**config.mk**
```make
export PLATFORM = sky130hd
export DESIGN_NAME = uart_tx_engine_flat
export DESIGN_NICKNAME = d
export VERILOG_FILES = /design/src/rtl/uart_tx_engine_if.sv /design/src/rtl/uart_tx_engine.sv /design/src/flat_wrapper.sv
export SDC_FILE = /design/constraint.sdc
export NUM_CORES = 1
export LEC_CHECK = 0
export CAP_MARGIN = 20
export CELL_PAD_IN_SITES_DETAIL_PLACEMENT = 1
export CELL_PAD_IN_SITES_GLOBAL_PLACEMENT = 2
export CORE_MARGIN = 2
export CORE_UTILIZATION = 35
export DETAILED_ROUTE_END_ITERATION = 6
export GPL_ROUTABILITY_DRIVEN = 0
export PLACE_DENSITY = 0.89
export SYNTH_ARGS = -nofsm -noshare
export SYNTH_HDL_FRONTEND = slang
export SYNTH_SLANG_ARGS = --single-unit
```
**constraint.sdc**
```tcl
create_clock -name clock -period 9.49 [get_ports clock]
set_input_delay 1.898 -clock clock [delete_from_list [all_inputs] [get_ports clock]]
set_output_delay 1.898 -clock clock [all_outputs]
set_load 0.05 [all_outputs]
```
**src/rtl/uart_tx_engine_if.sv**
```systemverilog
// rtl/uart_tx_engine_if.sv - byte handshake between the register slave and the UART transmit engine
interface uart_tx_engine_if #(
    parameter int P_DATA_WIDTH = 8
);
    logic [P_DATA_WIDTH-1:0] i_user_tx_data;
    logic                    i_user_tx_valid;
    logic                    o_user_tx_ready;

    modport master (
        output i_user_tx_data,
        output i_user_tx_valid,
        input  o_user_tx_ready
    );

    modport slave (
        input  i_user_tx_data,
        input  i_user_tx_valid,
        output o_user_tx_ready
    );
endinterface

```
**src/rtl/uart_tx_engine.sv**
```systemverilog
// rtl/uart_tx_engine.sv - UART transmit serializer: start, 5-8 data bits LSB first, optional parity, 1/2 stop bits
// Optional macro UART_TX_CTS_EN gates new frames on a synchronized active-low clear-to-send.
module uart_tx_engine #(
    parameter int P_DIV_WIDTH  = 24,
    parameter int P_DATA_WIDTH = 8
) (
    input  logic                   clock,
    input  logic                   reset,
    uart_tx_engine_if.slave        user_tx,
    input  logic [P_DIV_WIDTH-1:0] i_div_num,
    input  logic [3:0]             i_data_bit,
    input  logic [1:0]             i_stop_bit,
    input  logic [1:0]             i_check_bit,
    input  logic                   i_uart_cts,
    output logic                   o_uart_tx,
    output logic                   o_frame_done
);

    typedef enum logic [2:0] {
        S_IDLE,
        S_START,
        S_DATA,
        S_PARITY,
        S_STOP
    } state_t;

    state_t                  state_q, state_d;
    logic [P_DIV_WIDTH-1:0]  cnt_q, cnt_d;
    logic [P_DIV_WIDTH-1:0]  div_q, div_d;
    logic [2:0]              bit_q, bit_d;
    logic [2:0]              last_bit_q, last_bit_d;
    logic [P_DATA_WIDTH-1:0] shift_q, shift_d;
    logic                    par_en_q, par_en_d;
    logic                    par_bit_q, par_bit_d;
    logic                    two_stop_q, two_stop_d;
    logic                    stop_idx_q, stop_idx_d;
    logic                    tx_q, tx_d;
    logic                    rdy_q, rdy_d;
    logic                    done_q, done_d;

    logic                    can_send;
    logic                    accept;
    logic                    period_end;
    logic [3:0]              nbits;
    logic [P_DATA_WIDTH-1:0] mask;

`ifdef UART_TX_CTS_EN
    logic [1:0] cts_q, cts_d;

    assign cts_d    = {cts_q[0], i_uart_cts};
    assign can_send = rdy_q & ~cts_q[1];

    always_ff @(posedge clock) begin
        if (reset) begin
            cts_q <= 2'b00;
        end else begin
            cts_q <= cts_d;
        end
    end
`else
    logic unused_cts;

    assign unused_cts = i_uart_cts;
    assign can_send   = rdy_q;
`endif

    assign user_tx.o_user_tx_ready = can_send;
    assign accept       = user_tx.i_user_tx_valid & can_send;
    assign period_end   = (cnt_q == div_q - P_DIV_WIDTH'(1));
    assign o_uart_tx    = tx_q;
    assign o_frame_done = done_q;

    assign nbits = (i_data_bit < 4'd5) ? 4'd5 :
                   (i_data_bit > 4'd8) ? 4'd8 : i_data_bit;

    // Only the bits actually sent take part in the parity.
    always_comb begin
        mask = '0;
        for (int i = 0; i < P_DATA_WIDTH; i++) begin
            mask[i] = (i < int'(nbits));
        end
    end

    always_comb begin
        state_d    = state_q;
        cnt_d      = cnt_q;
        div_d      = div_q;
        bit_d      = bit_q;
        last_bit_d = last_bit_q;
        shift_d    = shift_q;
        par_en_d   = par_en_q;
        par_bit_d  = par_bit_q;
        two_stop_d = two_stop_q;
        stop_idx_d = stop_idx_q;
        tx_d       = tx_q;
        done_d     = 1'b0;

        if (state_q != S_IDLE) begin
            cnt_d = period_end ? '0 : cnt_q + P_DIV_WIDTH'(1);
        end

        case (state_q)
            S_IDLE: begin
                cnt_d = '0;
                tx_d  = 1'b1;
                if (accept) begin
                    state_d    = S_START;
                    tx_d       = 1'b0;
                    div_d      = (i_div_num < P_DIV_WIDTH'(2)) ? P_DIV_WIDTH'(2) : i_div_num;
                    last_bit_d = 3'(nbits - 4'd1);
                    shift_d    = user_tx.i_user_tx_data;
                    par_en_d   = (i_check_bit == 2'd1) || (i_check_bit == 2'd2);
                    par_bit_d  = (^(user_tx.i_user_tx_data & mask)) ^ (i_check_bit == 2'd1);
                    two_stop_d = (i_stop_bit == 2'd2);
                    stop_idx_d = 1'b0;
                    bit_d      = 3'd0;
                end
            end
            S_START: begin
                if (period_end) begin
                    state_d = S_DATA;
                    tx_d    = shift_q[0];
                    bit_d   = 3'd0;
                end
            end
            S_DATA: begin
                if (period_end) begin
                    if (bit_q == last_bit_q) begin
                        stop_idx_d = 1'b0;
                        if (par_en_q) begin
                            state_d = S_PARITY;
                            tx_d    = par_bit_q;
                        end else begin
                            state_d = S_STOP;
                            tx_d    = 1'b1;
                        end
                    end else begin
                        bit_d   = bit_q + 3'd1;
                        shift_d = shift_q >> 1;
                        tx_d    = shift_q[1];
                    end
                end
            end
            S_PARITY: begin
                if (period_end) begin
                    state_d    = S_STOP;
                    tx_d       = 1'b1;
                    stop_idx_d = 1'b0;
                end
            end
            S_STOP: begin
                if (period_end) begin
                    if (two_stop_q && !stop_idx_q) begin
                        stop_idx_d = 1'b1;
                    end else begin
                        state_d = S_IDLE;
                        done_d  = 1'b1;
                    end
                end
            end
            default: begin
                state_d = S_IDLE;
                tx_d    = 1'b1;
            end
        endcase

        rdy_d = (state_d == S_IDLE);
    end

    always_ff @(posedge clock) begin
        if (reset) begin
            state_q    <= S_IDLE;
            cnt_q      <= '0;
            div_q      <= P_DIV_WIDTH'(2);
            bit_q      <= 3'd0;
            last_bit_q <= 3'd7;
            shift_q    <= '0;
            par_en_q   <= 1'b0;
            par_bit_q  <= 1'b0;
            two_stop_q <= 1'b0;
            stop_idx_q <= 1'b0;
            tx_q       <= 1'b1;
            rdy_q      <= 1'b1;
            done_q     <= 1'b0;
        end else begin
            state_q    <= state_d;
            cnt_q      <= cnt_d;
            div_q      <= div_d;
            bit_q      <= bit_d;
            last_bit_q <= last_bit_d;
            shift_q    <= shift_d;
            par_en_q   <= par_en_d;
            par_bit_q  <= par_bit_d;
            two_stop_q <= two_stop_d;
            stop_idx_q <= stop_idx_d;
            tx_q       <= tx_d;
            rdy_q      <= rdy_d;
            done_q     <= done_d;
        end
    end

endmodule

```
**src/flat_wrapper.sv**
```systemverilog
// flat-port wrapper written by rule: the top's interface ports become plain ports
module uart_tx_engine_flat 
#(
    parameter int P_DIV_WIDTH  = 24,
    parameter int P_DATA_WIDTH = 8
)
  (clock, reset, i_div_num, i_data_bit, i_stop_bit, i_check_bit, i_uart_cts, o_uart_tx, o_frame_done, user_tx_i_user_tx_data, user_tx_i_user_tx_valid, user_tx_o_user_tx_ready);
  uart_tx_engine_if #(.P_DATA_WIDTH(P_DATA_WIDTH)) user_tx_i ();
  input  logic clock;
  input  logic reset;
  input  logic [P_DIV_WIDTH-1:0] i_div_num;
  input  logic [3:0] i_data_bit;
  input  logic [1:0] i_stop_bit;
  input  logic [1:0] i_check_bit;
  input  logic i_uart_cts;
  output logic o_uart_tx;
  output logic o_frame_done;
  input wire logic [$bits(user_tx_i.i_user_tx_data)-1:0] user_tx_i_user_tx_data;
  input wire logic [$bits(user_tx_i.i_user_tx_valid)-1:0] user_tx_i_user_tx_valid;
  output wire logic [$bits(user_tx_i.o_user_tx_ready)-1:0] user_tx_o_user_tx_ready;
  assign user_tx_i.i_user_tx_data = user_tx_i_user_tx_data;
  assign user_tx_i.i_user_tx_valid = user_tx_i_user_tx_valid;
  assign user_tx_o_user_tx_ready = user_tx_i.o_user_tx_ready;
  uart_tx_engine #(.P_DIV_WIDTH(P_DIV_WIDTH), .P_DATA_WIDTH(P_DATA_WIDTH)) u_core (.clock(clock), .reset(reset), .user_tx(user_tx_i), .i_div_num(i_div_num), .i_data_bit(i_data_bit), .i_stop_bit(i_stop_bit), .i_check_bit(i_check_bit), .i_uart_cts(i_uart_cts), .o_uart_tx(o_uart_tx), .o_frame_done(o_frame_done));
endmodule
```
==> Word-level counts from Yosys, hierarchy flattened <==
Index checks and enable logic that the tools add are counted.
{ "word_totals": {"input_bits": 44, "ff_bits": 72, "wordCells": 104, "out_inout_bits": 3} }
{ "op_classes": {"addsub": 4, "n_mux": 37, "n_bitwise": 5, "eq_ne": 17, "reduce_logical": 17, "magnitude_cmp": 11} }
{ "op_table": {"columns": ["operator", "count"], "rows": [
  ["$mux W24", 2],
  ["$mux W3", 12],
  ["$add A24 B1 Y24 const B", 1],
  ["$eq A24 B24 Y1", 1],
  ["$lt A24 B2 Y1 const B", 1],
  ["$mux W8", 3],
  ["$sub A24 B1 Y24 const B", 1],
  ["$lt A3 B4 Y1 const A", 4],
  ["$pmux W8 S2", 1],
  ["$pmux W3 S5", 1],
  ["$ne A2 B1 Y1 const B", 7],
  ["$mux W1", 13],
  ["$pmux W3 S3", 1],
  ["$and A8 B8 Y8", 1],
  ["$lt A1 B4 Y1 const A", 2],
  ["$lt A2 B4 Y1 const A", 2],
  ["$mux W4", 2],
  ["$reduce_and A4 Y1", 2],
  ["$reduce_xor A8 Y1", 1],
  ["$reduce_and A7 Y1", 1],
  ["$eq A3 B2 Y1 const B", 2],
  ["$logic_not A3 Y1", 2],
  ["$reduce_bool A3 Y1", 2],
  ["$pmux W1 S5", 1],
  ["23 further kinds", 25]
]} }

==> Longest topological paths before layout <==
{ "logic_depth": {"ltp_word": 7, "ltp_mapped": 14, "depth_no_buf": 11} }

==> Least setup slack after synthesis <==
No wires, ideal clock.
{ "synth_timing": {"path_kind": "reg2reg", "start": "register u_core.div_q[0]", "end": "register u_core.shift_q[0]", "period_less_slack_ns": 3.371, "setup_time_ns": 0.121, "arrival_ns": 3.250, "path_buffers": 2, "path_stages_with_launch": 13, "required_time_ns": 9.369, "setup_slack_ns": 6.119, "cell_sequence": "dfxtp_1 > clkbuf_1 > inv_1 > ha_1 > or4b_1 > or3_1 > a2111oi_4 > o2111ai_2 > nor4b_4 > nand4_2 > a21o_1 > buf_6 > mux2_4"} }
{ "synth_via": {"elab_chain_cells": 4} }
{ "synth_rtl": {"columns": ["item", "line", "source"], "rows": [
  ["start, declared", "uart_tx_engine.sv:29", "logic [P_DIV_WIDTH-1:0] div_q, div_d;"],
  ["start signal, assigned", "uart_tx_engine.sv:188", "div_q <= div_d;"],
  ["$sub A24 B1 Y24", "uart_tx_engine.sv:69", "assign period_end = (cnt_q == div_q - P_DIV_WIDTH'(1));"],
  ["$eq A24 B24 Y1", "uart_tx_engine.sv:69", null],
  ["$ne A2 B1 Y1 (no line)", null, null],
  ["$reduce_and A4 Y1 (no line)", null, null],
  ["end signal, assigned", "uart_tx_engine.sv:191", "shift_q <= shift_d;"],
  ["end, declared", "uart_tx_engine.sv:32", "logic [P_DATA_WIDTH-1:0] shift_q, shift_d;"]
]} }
No other way between the ends.
A chain may end at the register's enable or synchronous reset.

==> Final worst setup path <==
{ "layout_timing": {"start": "register u_core.div_q[0]", "end": "register u_core.cnt_q[9]"} }
{ "layout_via": {"elab_chain_cells": 3} }
{ "layout_rtl": {"columns": ["item", "line", "source"], "rows": [
  ["$sub A24 B1 Y24", "uart_tx_engine.sv:69", null],
  ["$eq A24 B24 Y1", "uart_tx_engine.sv:69", null],
  ["$mux W24", "uart_tx_engine.sv:99", "cnt_d = period_end ? '0 : cnt_q + P_DIV_WIDTH'(1);"],
  ["end signal, assigned", "uart_tx_engine.sv:187", "cnt_q <= cnt_d;"],
  ["end, declared", "uart_tx_engine.sv:28", "logic [P_DIV_WIDTH-1:0] cnt_q, cnt_d;"]
]} }
No other way between the ends.

==> impl_results.md <==
- Status: complete, no violations
- Vias per Instance: roughly 5.4
- Crit path max fanout: 24
- Sum Neg Setup Slack: 0 ns
- Post-CTS sizing: 0
- Critical path data required time: about 9.7 ns
- Min cycle time layout: 4.25 ns
- Synth area leader: dfxtp_1
- Routed wire length per instance: between 15 and 20 um
- # diodes: 0
- Initial DRC count: 171
- Clock transition at path regs: about 0.060 ns
- Dpl ws: 5.21 ns
- Total I/O pin count: between 40 and 50
- Die Span Y: 116 um
- Asr flop ratio synth: 0
- Final hold violation count: 0
- Mux cell area share after synthesis: 0.0354
- Post-synth EDFFs: 0
- GRT Overall Usage: 0.201
- Worst min-delay path category: reg -> reg
- Initial antenna violation count: 0
- Share of layout cells above drive strength 1: 0.0750
- Register area share after synthesis: 0.329
- Vias in the first global route: slightly above 4k
- Setup ws final: roughly 5.2 ns
- Compound-Gate Fraction of Synth Area: 0.148
- Synth warn: 0
- Die Width: ~120 um
- Core area: 12,100 um2
- Syn Inst Count: 554
- Synth unique cells: 65
- Power per standard cell area: 171 nW/um2
- CP Launch Type: register
- Starting Density: 0.361
- Antenna Nets Post-Route: 0
- Cell leakage power: 1.90 nW
- WS Path Type: reg -> reg
- Cts-stage hold buffer count: 0
- Main combinational cell family by area after synthesis: simple AND/OR/NAND/NOR gates
- Via count: 4,040
- CTS tree: done
- Core Rows: 40
- # nets final: 633
- Total gr overflow: 0
- Die Area: 13,400 um2
- Max-cap viol count: 0
- Clock sinks: between 70 and 80
- Syn_nets: ~610
- Fmax: 0.235 GHz
- CTS H-tree depth: 3
- R2R Setup Slk: around 5.2 ns
- Setup crit end kind: register
- TritonCTS buffer count: 9
- Avg Inst Size Synth: ~7.9 um2
- Area growth syn-to-layout: 20.1%
- Top cell type's share of synthesized area: 0.329
- Synth top area cells: dfxtp_1 33%, xnor2_1 7.6%, nand2_1 7.5%, xor2_1 5.0%, a21oi_1 4.6%
- Port bufs: 45
- Root buf cell: clkbuf_16
- Worst rel slew slack: 0.301
- Largest net degree at the start of global routing: 60
- Top FF cell, synth: dfxtp_1
- XOR/XNOR Fraction of Synth Area: 0.126
- Crit path arrival time: 4.44 ns
- Final setup fails: 0
- RSZ-0062 raised after global routing: no
- Clk Latency, worst-skew pair: between 0.3 and 0.4 ns
- Max Slew Vio Count: 0
- Post-CTS Setup Bufs: 0
- Simple-gate share of the synthesized area: 0.298
- Max VDD drop: between 0.00007 and 0.00008 V
- Maximum root-to-sink buffer count: 2
- Least-Margin Pin Slew: around 1.0 ns
- First-pass GRT wire length: between 20,000 and 25,000 um
- First-pass detailed-route iteration total: 5
- Post-route DRC: 0
- Adder-cell share of the synthesized area: 0.0200
- HPWL Detailed: about 9400 um
- Post-Route WL: 12,400 um
- Mapped cell area: roughly 4400 um2
- Period utilization: 0.448
- Flop and latch count out of synthesis: between 70 and 80
- Fin Clk Skew: 0.00746 ns
==> Yosys cell counts, types with 2 or more instances <==
| master | n |
|---|---|
| nand2_1 | 87 |
| dfxtp_1 | 72 |
| nor2_1 | 53 |
| a21oi_1 | 40 |
| xnor2_1 | 38 |
| xor2_1 | 25 |
| clkbuf_1 | 23 |
| nand3_1 | 20 |
| nor3_1 | 17 |
| nor4_1 | 15 |
| inv_1 | 13 |
| o21ai_0 | 10 |
| or3_1 | 10 |
| nor2b_1 | 9 |
| and3_1 | 8 |
| ha_1 | 7 |
| mux2_4 | 7 |
| or4_1 | 7 |
| a211oi_1 | 6 |
| nand2b_1 | 6 |
| nand4_1 | 6 |
| mux2i_1 | 5 |
| a31oi_1 | 4 |
| nor3b_1 | 4 |
| or2_2 | 4 |
| a211o_1 | 3 |
| a21o_1 | 3 |
| buf_2 | 3 |
| nor4b_1 | 3 |
| o211ai_1 | 3 |
| o22ai_1 | 3 |
| buf_4 | 2 |
| buf_6 | 2 |
| o21ba_2 | 2 |
| o21bai_1 | 2 |
| o221ai_1 | 2 |
| or4_2 | 2 |
==> report_power, final <==
| group | internal (mW) | switching (mW) | total [mW] |
|---|---|---|---|
| Combinational | 0.0772 | 0.0961 | 0.173 |
| Clock | 0.252 | 0.137 | 0.389 |
| Sequential | 0.318 | 0.0206 | 0.339 |
==> layout by cell type, fill, tap and decap left out, drive strengths merged, types with 3 or more instances in the layout <==
cell type and n:
clkbuf 12, a211oi 6, or2 4, and3 8, ha 7, xnor2 38, nand2b 6, a21oi 40
o22ai 3, nor2b 9, dfxtp 72, clkdlybuf4s50 44, nor2 53, xor2 25, nor3 17, buf 4
or4 9, a21o 3, nor4b 4, o211ai 3, nand2 87, a211o 3, nand3 20, or3 11
a31oi 4, nor4 16, nand4 7, mux2 7, mux2i 5, nor3b 4, o21ai 10, inv 14
==> worst max-delay path: stages, from the launching register on <==
cell       delay [ns]
dfxtp_1          0.39
inv_1            0.09
ha_1             0.27
or4b_1           0.57
or3_1            0.46
a2111oi_4        0.37
o22ai_1          0.13
nor4_1           0.59
and3_1           0.39
or3_1            0.67
nor2_1           0.15
==> flip-flops by register name (all words and copies together) (netlist names) <==
register / cells
u_core.div_q: 24
u_core.par_bit_q: 1
u_core.par_en_q: 1
u_core.o_uart_tx: 1
u_core.two_stop_q: 1
u_core.user_tx.o_user_tx_ready: 1
u_core.state_q: 3
u_core.bit_q: 3
u_core.stop_idx_q: 1
u_core.o_frame_done: 1
u_core.last_bit_q: 3
u_core.shift_q: 8
u_core.cnt_q: 24
==> cell families (layout without fill, tap and decap cells) <==
group	Yosys count	in the layout
AOI/OAI and AO/OA	96	96
xor gates and xnor gates	63	63
adders and majority gates	7	7
buffers and inverters	44	77
DFF	72	72
muxes	12	12
and+or+nand+nor	260	260
==> layer usage <==
layer / up-vias / GRT usage / routed length, um
li1: 2004 / - / -
met1: 1947 / 0.278 / 5990
met2: 75 / 0.315 / 5630
met3: 14 / 0.0371 / 578
met4: 0 / 0.0722 / 240
met5: - / 0 / 0
==> stage by stage <==
step                      hold WS, ns  power [mW]  std cells  cell area [um2]  utilization
after floorplan                 0.450       0.465        554             4380            -
after global placement          0.472       0.512        739             4920        0.406
after detailed placement        0.485       0.518        739             4920        0.406
after CTS                       0.498       0.909        755             5260        0.434
after global routing            0.521       0.943        755             5260        0.434
final                           0.495       0.901        755             5260        0.434
==> area by class of cell <==
type,instances,area (um2)
fill,1473,6860
timing repair buffer,48,468
tap,168,210
inverter,13,48.8
clock inverter,4,73.8
clock buffer,12,267
sequential,72,1440
multi-input combinational,438,2750
==> worst paths after layout <==
path | endpoint | depth (start not counted) | startpoint
setup / recovery | u_core.cnt_q[9] | 10 | u_core.div_q[0]
hold reg to reg | u_core.last_bit_q[2] | 1 | u_core.last_bit_q[2]
setup reg to reg | u_core.cnt_q[9] | 10 | u_core.div_q[0]
hold / removal | u_core.last_bit_q[2] | 1 | u_core.last_bit_q[2]
No activity file was read; power rests on OpenSTA's default activity.
==> edit 1, RTL diff (same settings) <==
Take the reset off `shift_q` and load it in a clocked block of its own.
--- a/src/rtl/uart_tx_engine.sv
+++ b/src/rtl/uart_tx_engine.sv
@@ -175,5 +175,4 @@
             bit_q      <= 3'd0;
             last_bit_q <= 3'd7;
-            shift_q    <= '0;
             par_en_q   <= 1'b0;
             par_bit_q  <= 1'b0;
@@ -189,5 +188,4 @@
             bit_q      <= bit_d;
             last_bit_q <= last_bit_d;
-            shift_q    <= shift_d;
             par_en_q   <= par_en_d;
             par_bit_q  <= par_bit_d;
@@ -200,4 +198,8 @@
     end
 
+    always_ff @(posedge clock) begin
+        shift_q <= shift_d;
+    end
+
 endmodule
 
Check against the original RTL: no difference found for any inputs over 10 cycles, from zero or initial values and one cycle with reset high; that may be too few to reach the edited logic, so the function may still have changed.
==> edit 1 against the unedited design <==
Routed wire length shrank 7.6%. Highest routed layer unchanged. Synthesized area shrank 3.1%. Maximum frequency increased by 8.2%. Setup slack better by 0.32 ns. Largest power group unchanged. Sequential cell count unchanged. Power fell by 2.5%. Critical endpoint is now u_core.shift_q[6]. Largest cell class unchanged. Non-clock buffer count rose by 2. Critical path type unchanged. Design area shrank 2.9%. Synthesized cell count is 8.1% lower.
==> edit 1: results (changes against the unedited design) <==
| Metric | Value |
|---|---|
| Main flop type after synthesis | dfxtp_1 |
| Status | completed |
| Post-CTS setup buffers | 0 (unchanged) |
| First-pass GRT wire length | 19300 um (-7.8%) |
| Lkg Pwr | 1.75 nW (-7.7%) |
| Detail-routed via count per cell | 5.33 (-0.40%) |
| Met2 Use GR | 34.5% (+3.0 points) |
| Initial antenna violation count | 0 (unchanged) |
| Crit-path leading delay family | simple AND/OR/NAND/NOR gates |
| # placed instances | 681 (-7.8%) |
| IR drop worst, VDD | 0.129 mV (+70%) |
| Largest net degree at the start of global routing | 43 (-28%) |
| First DRT Iteration DRCs | 145 (-15%) |
| Number of global-route vias before repair | 3850 (-5.9%) |
| Place WS | 5.09 ns (-0.119 ns) |
| EDFF count, synth | 8 (+8) |
| GRT met1 Usage | 21.6% (-6.2 points) |
| Crit path arrival time | 3.98 ns (-0.46 ns) |
| Share of layout cells above drive strength 1 | 9.07% (+1.6 points) |
| Via Count | 3720 (-7.9%) |
| Clk_lat worst skew | 0.35 ns (about the same) |
| Skew final | 0.00710 ns (-0.000361 ns) |
| Clk buf depth | 2 (unchanged) |
| 1st-pass router iterations | 4 (-1) |
| PortBufs | 45 (unchanged) |
| Slowest cell on crit path | nor4b_1 |
| Mapped Cells | 509 (-8.1%) |
| Cell variety after synth | 63 (-3.1%) |
| Synth area leaders | dfxtp_1 (30%), xnor2_1 (8.7%), nand2_1 (6.2%) |
| Met3 usage | 5.61% (+1.9 points) |
| Diodes inserted | 0 (unchanged) |
| Routed wire per std cell | 16.5 um (about the same) |
| Placed cell areas | 4790 um^2 (-2.6%) |
| Syn Nets | 560 (-7.4%) |
| Slew @ Worst Pin | 0.923 ns (-0.126 ns) |
| Share of synthesized flip-flops with an asynchronous set or reset | 0% (unchanged) |
| HPWL after DPL | 8790 um (-6.3%) |
| Register area share after synthesis | 35.9% (+2.9 points) |
| Total global-route track usage | 19.0% (-1.1 points) |
| Synth top cells by count | nand2_1 (70), dfxtp_1 (64), nor2_1 (51) |
| YS warnings | 0 (unchanged) |
| Layout Nets | 597 (-5.7%) |
| Crit Path Max Fanout | 6 (-75%) |
==> edit 1: changes by cell type after synthesis, sizes merged, moves of 5 or more <==
| cell | before | now |
|---|---|---|
| clkbuf | 23 | 18 |
| o21ai | 10 | 15 |
| nor2 | 53 | 61 |
| or4 | 9 | 4 |
| dfxtp | 72 | 64 |
| nand2 | 87 | 71 |
| nand4 | 7 | 12 |
| a21oi | 40 | 31 |
| edfxtp | 0 | 8 |
| nor3 | 17 | 9 |
==> edit 1: kinds of logic after synthesis <==
| kind of cell | synth area share [%] |
|---|---|
| xor+xnor | 13.6 |
| mux | 3.10 |
| buf+inv | 4.13 |
| simple gates | 29.5 |
| compound gates | 11.7 |
| flops | 35.9 |
| fa+ha+maj | 2.06 |
==> edit 1: layout make-up <==
type / count / area [um^2]
multi-input cells: 399 / 2550
fillers: 1420 / 6810
well taps: 147 / 184
inverters: 14 / 52.6
repair buffers: 50 / 485
clock inverters: 6 / 65.1
flip-flops and latches: 72 / 1520
clock buffers: 10 / 250
==> edit 1: per-layer routing <==
metal | wire, um | up-vias | share of wire, %
met1 | 4960 | 1800 | 43
met5 | 0 | - | 0
met4 | 167 | 0 | 1.5
met2 | 5920 | 56 | 52
li1 | - | 1849 | -
met3 | 442 | 15 | 3.8
==> edit 1: final timing paths <==
check,startpoint,endpoint,slack [ns],cells past startpoint
max,u_core.div_q[1],u_core.shift_q[6],5.56,10
min,u_core.cnt_q[0],u_core.cnt_q[0],0.48,1
max reg2reg,u_core.div_q[1],u_core.shift_q[6],5.56,10
min reg2reg,u_core.cnt_q[0],u_core.cnt_q[0],0.48,1
==> edit 1: report_power, final <==
group | internal [mW] | switching, mW | total (mW)
logic | 0.0739 | 0.0972 | 0.171
clock network | 0.220 | 0.140 | 0.359
registers | 0.326 | 0.0218 | 0.348
==> edit 2, RTL diff (config.mk and constraints unchanged) <==
Made on the original files. Add a define of `UART_TX_CTS_EN`.
--- a/src/rtl/uart_tx_engine.sv
+++ b/src/rtl/uart_tx_engine.sv
@@ -1,4 +1,6 @@
 // rtl/uart_tx_engine.sv - UART transmit serializer: start, 5-8 data bits LSB first, optional parity, 1/2 stop bits
 // Optional macro UART_TX_CTS_EN gates new frames on a synchronized active-low clear-to-send.
+`define UART_TX_CTS_EN
+
 module uart_tx_engine #(
     parameter int P_DIV_WIDTH  = 24,
Function: changed (a bounded check fails within 4 cycles, from zero or initial values and one cycle with reset high).
==> edit 2 against the unedited design <==
Cell count down 3.0%. Non-clock buffer count grew 2. Setup slack improved by 0.15 ns. Count of clock-buffer cells in the layout shrank 1. Synthesized area down 1.8%. Worst hold slack lost 0.050 ns. Routed wire length is 1.3% lower. Sequential share of layout area up 1.4 points. Power shrank 4.9%. Sequential cell count is 2 higher. Design area shrank 2.1%.
==> edit 2: results (changes against the unedited design) <==
| Metric | Value |
|---|---|
| Critical Path Start Type | flop |
| Met1 wire length | 5470 um (-8.7%) |
| Syn Nets | 603 (-0.33%) |
| Adder-cell area share of the yosys netlist | 2.04% (+0.036 points) |
| Synth area leaders | dfxtp_1 (34%), nand2_1 (7.7%), xnor2_1 (7.1%) |
| First DRT Iteration DRCs | 157 (-8.2%) |
| PortBufs | 46 (+2.2%) |
| Top routing layer used | met4 |
| Met2 Use GR | 34.7% (+3.2 points) |
| Post-synthesis compound-gate area fraction | 15.0% (+0.18 points) |
| WL met2 | 6210 um (+10%) |
| Skew final | 0.00515 ns (-0.00231 ns) |
| Proportion of synthesized area in mux cells | 0.466% (-3.1 points) |
| Crit Path Max Fanout | 11 (-54%) |
| # placed instances | 715 (-3.2%) |
| R2r worst-path depth | 11 (+1) |
| 1st-pass router iterations | 4 (-1) |
| IR drop worst, VDD | 0.118 mV (+56%) |
| Hold_ws | 0.445 ns (-0.0500 ns) |
| Layout Nets | 631 (-0.32%) |
| Routed wire per std cell | 16.8 um (+1.8%) |
| Lkg Pwr | 1.82 nW (-3.9%) |
| Largest net degree at the start of global routing | 50 (-17%) |
| HPWL after DPL | 9350 um (-0.38%) |
| WHS Endpoint | u_core.cts_q[1] |
| Largest stage delay, worst path | 0.62 ns (-0.05 ns) |
| Met3 WL | 431 um (-25%) |
| YS warnings | 0 (unchanged) |
| Share of layout cells above drive strength 1 | 5.64% (-1.9 points) |
| Synth top cells by count | nand2_1 (88), dfxtp_1 (74), nor2_1 (62) |
| Met3 usage | 5.43% (+1.7 points) |
| Number of global-route vias before repair | 4169 (+1.9%) |
| Slowest cell on crit path | or4b_1 |
| Min-delay src | u_core.cts_q[0] |
| Final wirelength | 12300 um (-1.3%) |
| Final min period | 4.10 ns (-0.150 ns) |
| Share of synthesized flip-flops with an asynchronous set or reset | 0% (unchanged) |
| Total global-route track usage | 19.8% (-0.36 points) |
| Reg2Reg Setup Slack | 5.39 ns (+0.15 ns) |
| Placed cell areas | 4810 um^2 (-2.1%) |
| Via Count | 4019 (-0.52%) |
| Register area share after synthesis | 34.4% (+1.5 points) |
| Post-Synth XOR/XNOR Area | 12.6% (+0.024 points) |
| Max-slew headroom | 36.8% (+6.7 points) |
| Status | completed |
| RR Endpoint | u_core.rdy_q |
| GRT met1 Usage | 23.6% (-4.2 points) |
| Cell variety after synth | 59 (-9.2%) |
| First-pass GRT wire length | 20600 um (-1.6%) |
| Mapped Cells | 552 (-0.36%) |
[edit 2: cell types whose count changed in the layout (fill, tap and decap cells not counted), sizes merged, moves of 4 or more]
cell	unedited run	this run
a21oi	40	35
a311oi	1	9
and3	8	12
inv	14	10
mux2	7	0
nand3	20	16
nor2	53	62
[edit 2: power breakdown]
group / leakage [nW] / internal [mW] / switching (mW)
logic: 1.07 / 0.0722 / 0.0901
registers: 0.603 / 0.327 / 0.0202
clock network: 0.151 / 0.216 / 0.131
total: 1.82 / 0.616 / 0.241
[edit 2: layout make-up]
cell class | count | area [um^2]
repair buffers | 50 | 510
clock inverters | 5 | 52.6
clock buffers | 11 | 253
fillers | 1467 | 6870
well taps | 147 | 184
flip-flops and latches | 74 | 1480
multi-input cells | 435 | 2630
inverters | 10 | 37.5
